## config.mk

```make
export PLATFORM = sky130hd
export DESIGN_NAME = bram_dp_arbiter
export DESIGN_NICKNAME = d
export VERILOG_FILES = /design/src/rtl/bram_dp_arbiter.sv
export SDC_FILE = /design/constraint.sdc
export NUM_CORES = 1
export LEC_CHECK = 0
export ABC_CLOCK_PERIOD_IN_PS = 9900
export CAP_MARGIN = 20
export CORE_AREA = 2 2 160 162
export DETAILED_ROUTE_END_ITERATION = 10
export DIE_AREA = 0 0 162 164
export GPL_TIMING_DRIVEN = 0
export RECOVER_POWER = 25
export SLEW_MARGIN = 25
export SYNTH_ARGS = -nofsm -noshare
export SYNTH_HDL_FRONTEND = slang
export SYNTH_SLANG_ARGS = --single-unit
```

## constraint.sdc

```tcl
create_clock -name CLK -period 9.9 [get_ports CLK]
set_clock_uncertainty 0.1 [all_clocks]
set_input_delay 1.98 -clock CLK [delete_from_list [all_inputs] [get_ports CLK]]
set_output_delay 1.98 -clock CLK [all_outputs]
set_load 0.01 [all_outputs]
```

## src/rtl/bram_dp_arbiter.sv

```systemverilog
// bram_dp_arbiter: round-robin dual-grant front end for a true dual-port
// byte-enable block RAM with 1-cycle read latency. Grants up to two requests
// per cycle (port A / port B), blocks same-address write hazards between the
// two ports and steers the RAM read data back to the issuing requester.
module bram_dp_arbiter #(
    parameter int unsigned NREQ       = 3,
    parameter int unsigned ADDR_WIDTH = 10,
    parameter int unsigned DATA_WIDTH = 32,
    parameter int unsigned BE_WIDTH   = DATA_WIDTH / 8
) (
    input  logic                         CLK,
    input  logic                         RST,

    input  logic [NREQ-1:0]              req_valid,
    output logic [NREQ-1:0]              req_ready,
    input  logic [NREQ-1:0]              req_write,
    input  logic [NREQ*ADDR_WIDTH-1:0]   req_addr,
    input  logic [NREQ*BE_WIDTH-1:0]     req_be,
    input  logic [NREQ*DATA_WIDTH-1:0]   req_wdata,

    output logic [NREQ-1:0]              rsp_valid,
    output logic [NREQ*DATA_WIDTH-1:0]   rsp_data,

    output logic [DATA_WIDTH-1:0]        DI_A,
    output logic [ADDR_WIDTH-1:0]        ADDR_A,
    output logic                         WE_A,
    output logic                         RE_A,
    output logic [BE_WIDTH-1:0]          BE_A,
    input  logic [DATA_WIDTH-1:0]        DO_A,

    output logic [DATA_WIDTH-1:0]        DI_B,
    output logic [ADDR_WIDTH-1:0]        ADDR_B,
    output logic                         WE_B,
    output logic                         RE_B,
    output logic [BE_WIDTH-1:0]          BE_B,
    input  logic [DATA_WIDTH-1:0]        DO_B
);

    localparam int unsigned IDX_W = (NREQ > 1) ? $clog2(NREQ) : 1;

    // Response tag: which requester a port access belongs to, and its kind.
    typedef struct packed {
        logic             vld;
        logic             wr;
        logic [IDX_W-1:0] idx;
    } tag_t;

    logic [ADDR_WIDTH-1:0] addr_arr  [NREQ];
    logic [BE_WIDTH-1:0]   be_arr    [NREQ];
    logic [DATA_WIDTH-1:0] wdata_arr [NREQ];

    logic [IDX_W-1:0] ptr;
    logic [IDX_W-1:0] ptr_nxt;
    logic             ga_vld;
    logic             gb_vld;
    logic [IDX_W-1:0] ga_idx;
    logic [IDX_W-1:0] gb_idx;
    tag_t             tag_a;
    tag_t             tag_b;

    // Split the flat request buses into per-requester fields.
    always_comb begin
        for (int unsigned i = 0; i < NREQ; i++) begin
            addr_arr[i]  = req_addr[i*ADDR_WIDTH +: ADDR_WIDTH];
            be_arr[i]    = req_be[i*BE_WIDTH +: BE_WIDTH];
            wdata_arr[i] = req_wdata[i*DATA_WIDTH +: DATA_WIDTH];
        end
    end

    // Round-robin scan from ptr: first valid takes port A, the next
    // hazard-free valid takes port B. Nothing is granted while in reset.
    always_comb begin
        int unsigned j;
        j      = 0;
        ga_vld = 1'b0;
        gb_vld = 1'b0;
        ga_idx = '0;
        gb_idx = '0;
        if (!RST) begin
            for (int unsigned k = 0; k < NREQ; k++) begin
                j = (32'(ptr) + k) % NREQ;
                if (req_valid[j]) begin
                    if (!ga_vld) begin
                        ga_vld = 1'b1;
                        ga_idx = IDX_W'(j);
                    end else if (!gb_vld &&
                                 !((addr_arr[j] == addr_arr[ga_idx]) &&
                                   (req_write[j] || req_write[ga_idx]))) begin
                        gb_vld = 1'b1;
                        gb_idx = IDX_W'(j);
                    end
                end
            end
        end
    end

    // Pointer moves past the last granted index in scan order.
    always_comb begin
        ptr_nxt = ptr;
        if (gb_vld) begin
            ptr_nxt = IDX_W'((32'(gb_idx) + 32'd1) % NREQ);
        end else if (ga_vld) begin
            ptr_nxt = IDX_W'((32'(ga_idx) + 32'd1) % NREQ);
        end
    end

    // Ready is the decoded grant.
    always_comb begin
        req_ready = '0;
        for (int unsigned i = 0; i < NREQ; i++) begin
            req_ready[i] = (ga_vld && (ga_idx == IDX_W'(i))) ||
                           (gb_vld && (gb_idx == IDX_W'(i)));
        end
    end

    // Drive the RAM ports from the granted requesters; idle ports are all zero.
    always_comb begin
        DI_A   = '0;
        ADDR_A = '0;
        WE_A   = 1'b0;
        RE_A   = 1'b0;
        BE_A   = '0;
        DI_B   = '0;
        ADDR_B = '0;
        WE_B   = 1'b0;
        RE_B   = 1'b0;
        BE_B   = '0;
        if (ga_vld) begin
            DI_A   = wdata_arr[ga_idx];
            ADDR_A = addr_arr[ga_idx];
            BE_A   = be_arr[ga_idx];
            WE_A   = req_write[ga_idx];
            RE_A   = !req_write[ga_idx];
        end
        if (gb_vld) begin
            DI_B   = wdata_arr[gb_idx];
            ADDR_B = addr_arr[gb_idx];
            BE_B   = be_arr[gb_idx];
            WE_B   = req_write[gb_idx];
            RE_B   = !req_write[gb_idx];
        end
    end

    // Round-robin pointer and response tags.
    always_ff @(posedge CLK) begin
        if (RST) begin
            ptr   <= '0;
            tag_a <= '0;
            tag_b <= '0;
        end else begin
            ptr       <= ptr_nxt;
            tag_a.vld <= ga_vld;
            tag_a.wr  <= req_write[ga_idx];
            tag_a.idx <= ga_idx;
            tag_b.vld <= gb_vld;
            tag_b.wr  <= req_write[gb_idx];
            tag_b.idx <= gb_idx;
        end
    end

    // Steer RAM output to the tagged requester; accesses in flight when
    // reset rises are dropped.
    always_comb begin
        rsp_valid = '0;
        rsp_data  = '0;
        for (int unsigned i = 0; i < NREQ; i++) begin
            if (!RST && tag_a.vld && (tag_a.idx == IDX_W'(i))) begin
                rsp_valid[i] = 1'b1;
                rsp_data[i*DATA_WIDTH +: DATA_WIDTH] = tag_a.wr ? '0 : DO_A;
            end
            if (!RST && tag_b.vld && (tag_b.idx == IDX_W'(i))) begin
                rsp_valid[i] = 1'b1;
                rsp_data[i*DATA_WIDTH +: DATA_WIDTH] = tag_b.wr ? '0 : DO_B;
            end
        end
    end

    // A requester is never granted both ports in one cycle.
    a_distinct_grants: assert property (@(posedge CLK) disable iff (RST)
        (ga_vld && gb_vld) |-> (ga_idx != gb_idx));

    // Port B never collides with a port-A write, nor writes over a port-A read.
    a_no_hazard: assert property (@(posedge CLK) disable iff (RST)
        (ga_vld && gb_vld && (ADDR_A == ADDR_B)) |-> (RE_A && RE_B));

    // Read and write are exclusive on each port.
    a_port_excl: assert property (@(posedge CLK)
        !(WE_A && RE_A) && !(WE_B && RE_B));

    // Pointer stays inside the requester range.
    a_ptr_range: assert property (@(posedge CLK) disable iff (RST)
        32'(ptr) < NREQ);

endmodule

```

==> metrics.md, run 1 <==
| Metric | Value |
|---|---|
| Hold Crit Class | flip-flop to flip-flop |
| Top cells by area, synth | a21oi_1 14%, o22ai_1 11%, a311oi_2 9.8%, nand2_1 8.3%, nor2_1 8.0% |
| Core Rows | 58 |
| Slew HR | 18.0% |
| Crit end category | primary output |
| Synth cell types | 58 |
| IO Count | 408 |
| Pre-CTS setup slack | 1.09 ns |
| Die footprint | 26600 µm² |
| Maximum number of pins on one net before global-route repair | 11 |
| Area delta synth->final | 78.1% |
| Crit path time final | 9.16 ns |
| Max-slew violation count | 0 |
| Sequential-to-total area share from yosys stat | 3.45% |
| PwrDens | 189 nW/µm² |
| Clk_lat worst skew | 0.24 ns |
| Most frequent cells in the layout | 360 x clkdlybuf4s50_1, 162 x a21oi_1, 129 x nand2_1 |
| Seq cells post-synth | 10 |
| Startpoint types | primary input |
| Reg2Reg Depth | 16 |
| Global-route wire length before repair | 51900 µm |
| Vias per inst | 5.33 |
| Worst EP arrival | 7.08 ns |
| Max Cap Viol | 0 |
| Post-CTS Setup Bufs | 0 |
| Drt drc | 0 |
| I/O Buffers | 403 |
| Die height | 164 µm |
| Synth top area share | 14.0% |
| Worst-path cell chain | dlygate4sd3_1 -> nand2b_1 -> a21boi_0 -> nor2_1 -> a311oi_1 -> xor2_1 -> nand4_1 -> o31a_1 -> o211a_1 -> clkbuf_1 -> clkbuf_1 -> a21oi_1 -> a311oi_2 -> clkdlybuf4s50_1 |
| Clock Pin Slew Worst Setup and Hold Paths | 0.04 ns |
| CTS sink count | 10 |
| Worst Path Buf+Inv | 4 |
| Starting Density | 23.4% |
| Wirelength per Cell | 20.5 µm |
| Worst Path Required | 7.82 ns |
| Kind of critical path | primary input to primary output |
| Global placement routability congestion | 0.909 |
| Initial DRC count | 682 |
| Clk root buf | clkbuf_16 |
| Pre-Repair DR Iteration Count | 5 |
| Hold Crit Depth | 2 |
| Chip width | 162 µm |
| Post-synthesis async set-or-reset flop share | 0% |
| Most common cell after layout, fill and taps aside | clkdlybuf4s50_1 |
| Via count | 9150 |
| Final worst setup slack | 0.739 ns |
| Hold Fails Final Rpt | 0 |
| Antenna violations before repair | 1 |
| Final WL | 35200 µm |
| RSZ-0062 raised after global routing | no |
| DRT antenna net count | 0 |
| CP max stage delay | 0.96 ns |
| Most used DFF post-synth | dfxtp_1 |
| Crit-path leading delay family | buffers and inverters |
| CTS Buffer Depth | 2 |
| Actual slew at the worst max-slew pin | 1.22 ns |
| Worst Path Max Fanout | 10 |
| Cells after Synth | 980 |
| Final HPWL DP | 28000 µm |
| Fin crit share | 92.5% |
| Syn_nets | 1194 |
| Final setup vio count | 0 |
| Layout cell share with drive strength beyond 1 | 5.98% |
| Syn Area/Cell | 5.93 µm² |
| CTS tree | built |
| Post-Syn Area | 5810 µm² |
| Hold-fix buffers, CTS | 0 |
| Max stage delay cell, worst path | a21boi_0 |
| Post-synth EDFFs | 0 |
| Stages on worst setup path | 14 |
| H-tree depth | 1 |
| Vias in the first global route | 8886 |
| GRT overflow | 0 |
| Worst VDD drop | 0.0834 mV |
| Total Neg Setup Slack | 0 ns |
| Yosys warning count | 0 |
| Post_cts resized | 0 |
| Nets | 1602 |
| Cts bufs inserted | 3 |
| Area of the core | 24800 µm² |
| Fmax | 109 MHz |
| Leak Pwr | 3.97 nW |
| Synth area leader | a21oi_1 |
| Status | finished clean |
| Gr usage total | 24.6% |
| Critical path's most frequent cell | clkbuf_1 |
[synthesized netlist by cell type, types with 3 or more instances]
| master | instances |
|---|---|
| ha_1 | 4 |
| o21ai_0 | 21 |
| xnor2_1 | 15 |
| clkbuf_1 | 66 |
| a311oi_1 | 10 |
| a221oi_1 | 3 |
| nand2b_1 | 71 |
| nand2_1 | 129 |
| nand3_1 | 4 |
| o21ai_1 | 3 |
| o211ai_1 | 3 |
| nor3_1 | 9 |
| inv_1 | 56 |
| a21oi_1 | 162 |
| a21boi_0 | 3 |
| nor2b_1 | 5 |
| buf_4 | 5 |
| a311oi_2 | 38 |
| a21boi_1 | 3 |
| o22ai_1 | 101 |
| xor2_1 | 4 |
| nor2_1 | 124 |
| a21o_1 | 5 |
| o21bai_1 | 3 |
| and3_1 | 3 |
| nand4_1 | 6 |
| o31ai_1 | 6 |
| buf_2 | 19 |
| buf_1 | 3 |
| dfxtp_1 | 10 |
| and2_1 | 3 |
| mux2i_1 | 35 |
| nand3b_1 | 7 |
| buf_6 | 7 |
[final timing paths]
kind | start | endpoint | slack (ns)
max | req_valid[1] | DI_B[26] | 0.74
max reg2reg | ptr[1]$_SDFFE_PP0P_ | ptr[0]$_SDFFE_PP0P_ | 4.81
min | ptr[1]$_SDFFE_PP0P_ | ptr[1]$_SDFFE_PP0P_ | 0.38
min reg2reg | ptr[1]$_SDFFE_PP0P_ | ptr[1]$_SDFFE_PP0P_ | 0.38
[per-stage QoR]
| step | utilization, % | hold slack [ns] | power (mW) | area (µm²) | cells |
|---|---|---|---|---|---|
| 4_1_cts | 41.7 | 0.381 | 1.97 | 10300 | 1717 |
| 2_1_floorplan | - | 0.353 | 1.10 | 5810 | 980 |
| 3_3_place_gp | 41.3 | 0.372 | 1.88 | 10300 | 1713 |
| 5_1_grt | 41.7 | 0.401 | 2.11 | 10300 | 1718 |
| 6_report | 41.7 | 0.378 | 1.96 | 10300 | 1718 |
| 3_5_place_dp | 41.3 | 0.375 | 1.88 | 10300 | 1713 |
[per-layer routing]
metal / GRT usage (%) / part of all wire, %
met1: 28.7 / 39
met2: 45.1 / 49
met3: 5.83 / 9.1
met4: 6.48 / 2.3
met5: 0 / 0
[state kept, by name (all words and copies together), names as in the netlist]
name and flops:
ptr 2, tag_a 4, tag_b 4
[power breakdown]
group | internal, mW | switching, mW | total (mW)
Sequential | 0.0537 | 0.0110 | 0.0647
Clock | 0.0607 | 0.0184 | 0.0791
Combinational | 0.806 | 1.01 | 1.82
Total | 0.920 | 1.04 | 1.96
[final cells by class]
cell class / instances / area, µm²
buffer: 102 / 500
tap: 330 / 413
timing repair buffer: 403 / 4030
fill: 2724 / 14500
clock buffer: 4 / 88.8
antenna: 1 / 2.50
inverter: 57 / 214
sequential: 10 / 200
multi-input combinational: 811 / 4890
[worst register-to-register path, delay by kind of cell (launching register included)]
kind / cells / cell delay (ns)
compound gates: 6 / 2.26
flops: 1 / 0.35
buf+inv: 3 / 0.74
xor+xnor: 1 / 0.19
fa+ha+maj: 2 / 0.52
simple gates: 4 / 0.79
[logic make-up (layout without fill, tap and decap cells)]
group,Yosys count,after routing,synth area share [%]
adders and majority gates,4,4,0.862
muxes,36,36,6.22
xor gates and xnor gates,19,19,2.86
buffers and inverters,159,566,12.3
DFF,10,10,3.45
and+or+nand+nor,378,378,30.6
AOI/OAI and AO/OA,374,374,43.7
other,0,1,0
(Power assumes the default switching activity.)
==> run 2: changes to the inputs <==
- REMOVE_ABC_BUFFERS: not set -> 1
==> metrics.md, run 2 (synthesis results as in run 1) <==
| Metric | Value |
|---|---|
| Status | complete, but fails checks (was finished clean) |
| Failing checks | max-capacitance violations, max-slew violations |
| Crit end category | primary output (unchanged) |
| I/O Buffers | 407 (was 403) |
| Hold Crit Class | flip-flop to flip-flop (unchanged) |
| Vias per inst | 5.38 (was 5.33) |
| IO Count | 408 (unchanged) |
| Worst R2R Setup Slack | 4.91 ns (was 4.81 ns) |
| Final setup vio count | 0 (unchanged) |
| Hold Crit Depth | 2 (unchanged) |
| Gr usage total | 23.7% (was 24.6%) |
| Worst Path Buf+Inv | 3 (was 4) |
| Final worst setup slack | 0.416 ns (was 0.739 ns) |
| Max stage delay cell, worst path | dlygate4sd3_1 (was a21boi_0) |
| Max Cap Viol | 2 (was 0) |
| Drt drc | 0 (unchanged) |
| H-tree depth | 1 (unchanged) |
| Area of the core | 24800 µm² (unchanged) |
| Via count | 8769 (was 9150) |
| Post_cts resized | 0 (unchanged) |
| Maximum number of pins on one net before global-route repair | 52 (was 11) |
| Max-slew violation count | 67 (was 0) |
| Hold Crit Start | ptr[1]$_SDFFE_PP0P_ (unchanged) |
| Hold-fix buffers, CTS | 0 (unchanged) |
| Worst Path Required | 7.82 ns (about the same) |
| Worst Hold End | ptr[1]$_SDFFE_PP0P_ (unchanged) |
| Final WL | 33600 µm (was 35200 µm) |
| Antenna violations before repair | 1 (unchanged) |
| Fmax | 105 MHz (was 109 MHz) |
| Top flop regs | tag_a x4, tag_b x4, ptr x2 (unchanged) |
| Hold Fails Final Rpt | 0 (unchanged) |
| Initial DRC count | 677 (was 682) |
| Clk root buf | clkbuf_16 (unchanged) |
| Global placement routability congestion | 0.898 (was 0.909) |
| Vias in the first global route | 8245 (was 8886) |
| Startpoint types | primary input (unchanged) |
| RSZ-0062 raised after global routing | no (unchanged) |
| Worst EP arrival | 7.40 ns (was 7.08 ns) |
| DP Cell Count | 1626 (was 1713) |
| Crit path time final | 9.48 ns (was 9.16 ns) |
| Area delta synth->final | 75.0% (was 78.1%) |
| CP max stage delay | 0.79 ns (was 0.96 ns) |
| Clk_lat worst skew | 0.23 ns (was 0.24 ns) |
| Worst VDD drop | 0.105 mV (was 0.0834 mV) |
| DRT antenna net count | 0 (unchanged) |
| Worst-path cell chain | dlygate4sd3_1 -> and3b_1 -> o21ai_1 -> nand2_1 -> a211oi_1 -> mux2_1 -> nand4_1 -> nor3_2 -> o21a_4 -> buf_12 -> nor2_1 -> a311oi_2 -> clkdlybuf4s50_1 (was dlygate4sd3_1 -> nand2b_1 -> a21boi_0 -> nor2_1 -> a311oi_1 -> xor2_1 -> nand4_1 -> o31a_1 -> o211a_1 -> clkbuf_1 -> clkbuf_1 -> a21oi_1 -> a311oi_2 -> clkdlybuf4s50_1) |
| Pwr Total | 1.93 mW (was 1.96 mW) |
| Post-CTS Setup Bufs | 0 (unchanged) |
| Clock Pin Slew Worst Setup and Hold Paths | 0.04 ns (about the same) |
| Slew HR | -41.7% (was 18.0%) |
| R2r startpoint | ptr[0]$_SDFFE_PP0P_ (was ptr[1]$_SDFFE_PP0P_) |
| Reg2Reg Capture Point | tag_b[2]$_SDFF_PP0_ (was ptr[0]$_SDFFE_PP0P_) |
| Fin crit share | 95.8% (was 92.5%) |
| Crit-path leading delay family | compound AO/OA/AOI/OAI gates (was buffers and inverters) |
| Most common cell after layout, fill and taps aside | clkdlybuf4s50_1 (unchanged) |
| Chip width | 162 µm (unchanged) |
| CTS tree | built (unchanged) |
| Reg2Reg Depth | 13 (was 16) |
| Layout cell share with drive strength beyond 1 | 5.46% (was 5.98%) |
| Kind of critical path | primary input to primary output (unchanged) |
| PwrDens | 190 nW/µm² (was 189 nW/µm²) |
| Die height | 164 µm (unchanged) |
| Global-route wire length before repair | 49800 µm (was 51900 µm) |
| Die footprint | 26600 µm² (unchanged) |
| GRT overflow | 0 (unchanged) |
| Worst Path Max Fanout | 44 (was 10) |
| Cts bufs inserted | 3 (unchanged) |
| Starting Density | 23.4% (unchanged) |
| Core Rows | 58 (unchanged) |
| Wirelength per Cell | 20.6 µm (was 20.5 µm) |
| Leak Pwr | 3.84 nW (was 3.97 nW) |
| Post-route core utilization | 41.0% (was 41.7%) |
| Nets | 1515 (was 1602) |
| Non-Filler Instances | 1631 (was 1718) |
| Final HPWL DP | 24600 µm (was 28000 µm) |
| Most frequent cells in the layout | 369 x clkdlybuf4s50_1, 162 x a21oi_1, 129 x nand2_1 (was 360 x clkdlybuf4s50_1, 162 x a21oi_1, 129 x nand2_1) |
| Pre-Repair DR Iteration Count | 5 (unchanged) |
| Pre-CTS setup slack | 0.451 ns (was 1.09 ns) |
| Actual slew at the worst max-slew pin | 2.12 ns (was 1.22 ns) |
| CTS Buffer Depth | 2 (unchanged) |
| CTS sink count | 10 (unchanged) |
-- run 2: cell count changes in the layout (fill, tap and decap cells not counted), moves of 2 or more --
cell             previous run  this run
buf_1                       3         0
buf_2                      19         0
buf_6                       7         0
clkdlybuf4s50_1           360       369
ha_2                        0         2
ha_1                        4         2
clkbuf_1                   66         1
dlygate4sd3_1              43        38
buf_12                      0         6
buf_16                      0         3
buf_4                       5         0
-- run 2: routing by layer --
metal	vias to the layer above	track usage [%]	part of all wire, %	wire length, µm
li1	4146	-	-	-
met1	4175	29.0	40	13600
met2	415	41.3	48	16100
met3	33	5.61	8.9	2990
met4	0	6.80	2.8	953
met5	-	0	0	0
-- run 2: final cells by class --
class / instances / area, µm²
multi-input combinational: 811 / 4950
clock buffer: 4 / 88.8
fill: 2634 / 14700
antenna: 1 / 2.50
tap: 330 / 413
inverter: 57 / 216
sequential: 10 / 200
timing repair buffer: 418 / 4300
-- run 2: how the worst max path moves through the flow --
stage	from	to	slack (ns)	depth (start not counted)
global placement	req_valid[2]	BE_A[1]	-3.02	11
finish	req_valid[2]	ADDR_B[2]	0.42	13
detailed placement	req_valid[2]	ADDR_B[3]	0.45	13
floorplan	req_valid[2]	WE_B	1.22	10
global route	req_valid[2]	ADDR_B[1]	0.15	13
CTS	req_valid[2]	ADDR_B[3]	0.41	13
-- run 2: stage by stage --
stage          setup TNS, ns  hold slack [ns]  instance area, µm²
6_report                   0            0.395               10200
5_1_grt                    0            0.429               10200
4_1_cts                    0            0.397               10200
3_5_place_dp               0            0.389               10100
3_3_place_gp         -245.31            0.372                9800
2_1_floorplan              0            0.347                5310
-- run 2: worst min-delay path, cell delays in order, from the launching register on --
cell	delay (ns)
dfxtp_1	0.32
nand2_1	0.07
a21oi_1	0.06
-- run 2: report_power, final --
part	leakage, nW	internal (mW)	switching, mW
Sequential	0.0826	0.0537	0.0258
Clock	0.0442	0.0607	0.0186
Combinational	3.71	0.807	0.968
